[src/rtl/pipe_hazard_ctrl.sv]
// Scoreboard-driven hazard and forwarding controller that sits beside the ID stage.
// Define HAZARD_FORWARD_EN for EX operand forwarding; otherwise every in-flight match stalls.
module pipe_hazard_ctrl #(
    parameter int REG_AW         = 5,
    parameter int DEPTH          = 3,
    parameter int ALU_FWD_STAGE  = 2,
    parameter int LOAD_FWD_STAGE = 3,
    localparam int FW            = $clog2(DEPTH + 1)
) (
    input  logic              clk_i,
    input  logic              rst_i,
    input  logic              id_valid_i,
    input  logic [REG_AW-1:0] id_rs1_i,
    input  logic [REG_AW-1:0] id_rs2_i,
    input  logic              id_rs1_use_i,
    input  logic              id_rs2_use_i,
    input  logic [REG_AW-1:0] id_rd_i,
    input  logic              id_regwrite_i,
    input  logic              id_memread_i,
    input  logic              branch_taken_i,
    output logic              stall_o,
    output logic              bubble_o,
    output logic              if_flush_o,
    output logic [FW-1:0]     fwd_a_o,
    output logic [FW-1:0]     fwd_b_o
);

`ifdef HAZARD_FORWARD_EN
    localparam bit FWD_EN = 1'b1;
`else
    localparam bit FWD_EN = 1'b0;
`endif

    // Without a bypass path a result is only visible once its producer has left stage DEPTH.
    localparam int ALU_NEED  = FWD_EN ? ALU_FWD_STAGE  : DEPTH + 2;
    localparam int LOAD_NEED = FWD_EN ? LOAD_FWD_STAGE : DEPTH + 2;

    logic [DEPTH:1]    r_sb_vld;
    logic [DEPTH:1]    r_sb_rw;
    logic [DEPTH:1]    r_sb_mr;
    logic [REG_AW-1:0] r_sb_rd [1:DEPTH];
    logic              w_stall;
    logic              w_issue;

    function automatic logic f_hazard(input logic [REG_AW-1:0] src, input logic en);
        logic hit;
        logic haz;
        hit = 1'b0;
        haz = 1'b0;
        for (int k = 1; k <= DEPTH; k++) begin
            if (!hit && en && (src != '0) && r_sb_vld[k] && r_sb_rw[k] && (r_sb_rd[k] == src)) begin
                hit = 1'b1;
                haz = (k + 1) < (r_sb_mr[k] ? LOAD_NEED : ALU_NEED);
            end
        end
        return haz;
    endfunction

    assign w_stall    = id_valid_i &&
                        (f_hazard(id_rs1_i, id_rs1_use_i) || f_hazard(id_rs2_i, id_rs2_use_i));
    assign w_issue    = id_valid_i && !w_stall;
    assign stall_o    = w_stall;
    assign bubble_o   = w_stall;
    assign if_flush_o = branch_taken_i && !w_stall;

    always_ff @(posedge clk_i) begin
        if (rst_i) begin
            r_sb_vld <= '0;
        end else begin
            for (int k = DEPTH; k >= 2; k--) begin
                r_sb_vld[k] <= r_sb_vld[k-1];
            end
            r_sb_vld[1] <= w_issue;
        end
    end

    // Payload fields are qualified by r_sb_vld, so they carry no reset.
    always_ff @(posedge clk_i) begin
        for (int k = DEPTH; k >= 2; k--) begin
            r_sb_rd[k] <= r_sb_rd[k-1];
            r_sb_rw[k] <= r_sb_rw[k-1];
            r_sb_mr[k] <= r_sb_mr[k-1];
        end
        r_sb_rd[1] <= id_rd_i;
        r_sb_rw[1] <= id_regwrite_i;
        r_sb_mr[1] <= id_memread_i;
    end

`ifdef HAZARD_FORWARD_EN
    logic [REG_AW-1:0] r_ex_rs1;
    logic [REG_AW-1:0] r_ex_rs2;
    logic              r_ex_use1;
    logic              r_ex_use2;

    always_ff @(posedge clk_i) begin
        if (rst_i || w_stall) begin
            r_ex_rs1  <= '0;
            r_ex_rs2  <= '0;
            r_ex_use1 <= 1'b0;
            r_ex_use2 <= 1'b0;
        end else begin
            r_ex_rs1  <= id_rs1_i;
            r_ex_rs2  <= id_rs2_i;
            r_ex_use1 <= id_rs1_use_i;
            r_ex_use2 <= id_rs2_use_i;
        end
    end

    // Walk oldest to youngest so the youngest producer (smallest stage) wins; stage 1 is EX itself.
    function automatic logic [FW-1:0] f_fwd_sel(input logic [REG_AW-1:0] src, input logic en);
        logic [FW-1:0] sel;
        sel = '0;
        for (int k = DEPTH; k >= 2; k--) begin
            if (en && (src != '0) && r_sb_vld[k] && r_sb_rw[k] && (r_sb_rd[k] == src)) begin
                sel = FW'(k);
            end
        end
        return sel;
    endfunction

    assign fwd_a_o = f_fwd_sel(r_ex_rs1, r_ex_use1);
    assign fwd_b_o = f_fwd_sel(r_ex_rs2, r_ex_use2);
`else
    assign fwd_a_o = '0;
    assign fwd_b_o = '0;
`endif

endmodule
[config.mk]
export PLATFORM = sky130hd
export DESIGN_NAME = pipe_hazard_ctrl
export DESIGN_NICKNAME = d
export VERILOG_FILES = /design/src/rtl/pipe_hazard_ctrl.sv
export SDC_FILE = /design/constraint.sdc
export NUM_CORES = 1
export LEC_CHECK = 0
export BUFFER_PORTS_ARGS = -buffer_cell sky130_fd_sc_hd__buf_2
export CAP_MARGIN = 40
export CORE_MARGIN = 2
export CORE_UTILIZATION = 40
export CTS_BUF_LIST = sky130_fd_sc_hd__clkbuf_8
export CTS_CLUSTER_DIAMETER = 40
export DETAILED_ROUTE_END_ITERATION = 12
export HOLD_SLACK_MARGIN = 0.06
export PLACE_DENSITY_LB_ADDON = 0.12
export SYNTH_ARGS = -nofsm -noshare
export SYNTH_HDL_FRONTEND = slang
export SYNTH_SLANG_ARGS = --single-unit
[constraint.sdc]
create_clock -name clk_i -period 1.9 [get_ports clk_i]
set_clock_uncertainty 0.15 [all_clocks]
set_input_delay 0.285 -clock clk_i [delete_from_list [all_inputs] [get_ports clk_i]]
set_output_delay 0.285 -clock clk_i [all_outputs]
set_load 0.01 [all_outputs]
==> impl_metrics.ini <==
[status]
outcome = finished with violations
violations = negative setup slack

[floorplan]
die_area_sq_um = 2690
die_h_um = 51.9
rows = 17
core_sq_um = 2190
ios = 30
initial_core_util_pct = 41.9
die_w_um = 51.9

[sta]
finalCritPeriodShare_pct = 118
fin_ws_ps = -349
period_needed_ps = 2250
setup_violations = 3
rsz0062_at_grt = true
setup_tns_ps = -1020
fmax_mhz = 445
slew_violations = 0
whs_ps = 68.3
hold_viol = 0

[pwr]
total_power_mw = 0.938
p_clk_share_pct = 32.0
leakagePower_nw = 0.568
power.density_nw_per_um2 = 699
ir_drop_mv = 0.495
switchingPower_mw = 0.242
seqPwrFrac_pct = 51.6
p_sw_share_pct = 25.8
combPwrFrac_pct = 16.4
p_int_mw = 0.696

[logic_synthesis]
syn_avg_cell_area_sq_um = 10.7
synth_top_cells_by_area = dfxtp_1 46%, xor2_1 15%, xnor2_1 13%, buf_4 4.1%, nand4_1 4.1%
syn_area_sq_um = 917
synth_seq_area_share_pct = 45.8
synth_top_area_share_pct = 45.8
syn_inst = 86
yosysWarnings = 0
synth-seq-cells = 21
synth_area_leader_cell = dfxtp_1
synth_cell_types = 22

[worst_setup_path]
arrival_ps = 1810
startpoint_type = flip-flop
worstSetupPathType = reg -> out
endpoint_kind = output port
crit_required_ps = 1460
critPathMaxFanout = 3

[place]
place_area_sq_um = 1140
port_buffers = 24
placedCellCount = 148
gp_congestion = 0.844
preCtsSetupSlack_ps = -154
hpwl_mm = 1.54

[route]
firstDrtPassIters = 4
drc = 0
drtAntennaViolNets = 0
via_per_inst = 4.69
wl_mm = 2.11
wire_per_inst_um = 12.9
vias = 765
drt_iter0_markers = 6

[global_route]
grt_pass1_vias = 791
use_met3_pct = 6.32
use_met2_pct = 30.2
antenna_found_initial = 0
track_usage_pct = 17.2
grt_first_pass_wirelength_mm = 3.29
grt_max_degree = 14
overflow = 0
busiest_layer = met2
grt_util_met1_pct = 18.1

[cts]
cts_buffers = 3
cts-root-buf = clkbuf_8
h-tree-depth = 1
clock_latency_ps = 260
clk_pin_slew_ps = 80
cts_tree = done
cts_num_sinks = 21
clockBufferDepth = 2

[final_layout]
diodes = 0
final_core_util_pct = 61.2
final_cells = 163
nets = 159
area_growth_pct = 46.2
design_area_sq_um = 1340
drive_gt1_share_pct = 45.2

[hold_path]
hp-class = in -> reg

[run]
maxCapViolCount = 0
[layout make-up]
cell class / instances / area, sq um
clock buffers: 3 / 41.3
clock inverters: 1 / 7.51
fillers: 189 / 850
inverters: 2 / 7.51
multi-input cells: 61 / 505
flip-flops and latches: 21 / 429
well taps: 28 / 35.0
repair buffers: 47 / 315
[flip-flops by register name, indices dropped and copies added (netlist names)]
name	flops
r_sb_rd	15
r_sb_vld	3
r_sb_rw	3
[routing by layer]
metal / share of wire, % / routed length, um
met1: 43 / 913
met2: 51 / 1080
met3: 4.9 / 103
met4: 0.43 / 9
met5: 0 / 0
[critical path, cell delays in order (launching register included)]
cell and delay [ps]:
dfxtp_1 340, xor2_1 190, nor4_2 290, nand4_1 220
a31oi_2 220, o21a_1 160, buf_2 130
[cells in the final DEF (no fill, tap or decap), types with 3 or more instances in the layout]
cell type      netlist  layout
nand4_1              6       6
dfxtp_1             21      16
buf_2                0      24
xnor2_1             14      14
dfxtp_2              0       4
xor2_1              16      15
nor4_2               1       5
clkbuf_8             0       3
dlygate4sd3_1        0       6
conb_1               1       4
buf_4                5      15
[kinds of logic (layout without fill, tap and decap cells)]
kind of cell	count (synthesis)	in the layout	share of synthesized area [%]
buf+inv	7	53	4.91
flops	21	21	45.8
compound gates	8	8	6.69
simple gates	19	19	13.5
other cells	1	4	0.409
xor+xnor	30	30	28.6
[cell usage after synthesis]
library cell and number:
buf_4 5, inv_1 2, nand3_1 2, nand2_1 1
xor2_1 16, nor4_2 1, or4_1 1, nand4_1 6
nor2b_1 2, o21ai_2 2, nor4_1 4, a211oi_1 1
or4_4 1, conb_1 1, xnor2_1 14, o21a_1 1
a31oi_1 1, a21oi_1 1, dfxtp_1 21, o22a_1 1
nor2_1 1, a311oi_1 1
[final timing paths]
path                       start        endpoint  slack [ps]  cells past startpoint
setup reg to reg   r_sb_rd[0][6]     r_sb_vld[1]          60                      8
setup / recovery   r_sb_rd[0][6]        bubble_o        -350                      6
hold reg to reg   r_sb_rd[0][14]  r_sb_rd[0][19]         220                      0
hold / removal             rst_i     r_sb_vld[1]          70                      2
[power by group through the flow]
stage / logic, mW / clock network (mW) / registers [mW]
after CTS: 0.147 / 0.305 / 0.483
final: 0.154 / 0.300 / 0.484
after detailed placement: 0.130 / 0 / 0.493
after global placement: 0.128 / 0 / 0.493
after floorplan: 0.0701 / 0 / 0.490
after global routing: 0.167 / 0.324 / 0.487
[what timing repair did]
action,CTS,global route
pin swaps,6,5
resized for setup,12,7
setup endpoints to repair,3,4
hold buffers,6,0
buffers inserted,7,3
hold endpoints to repair,6,0
Power figures use the tool's default switching activity.
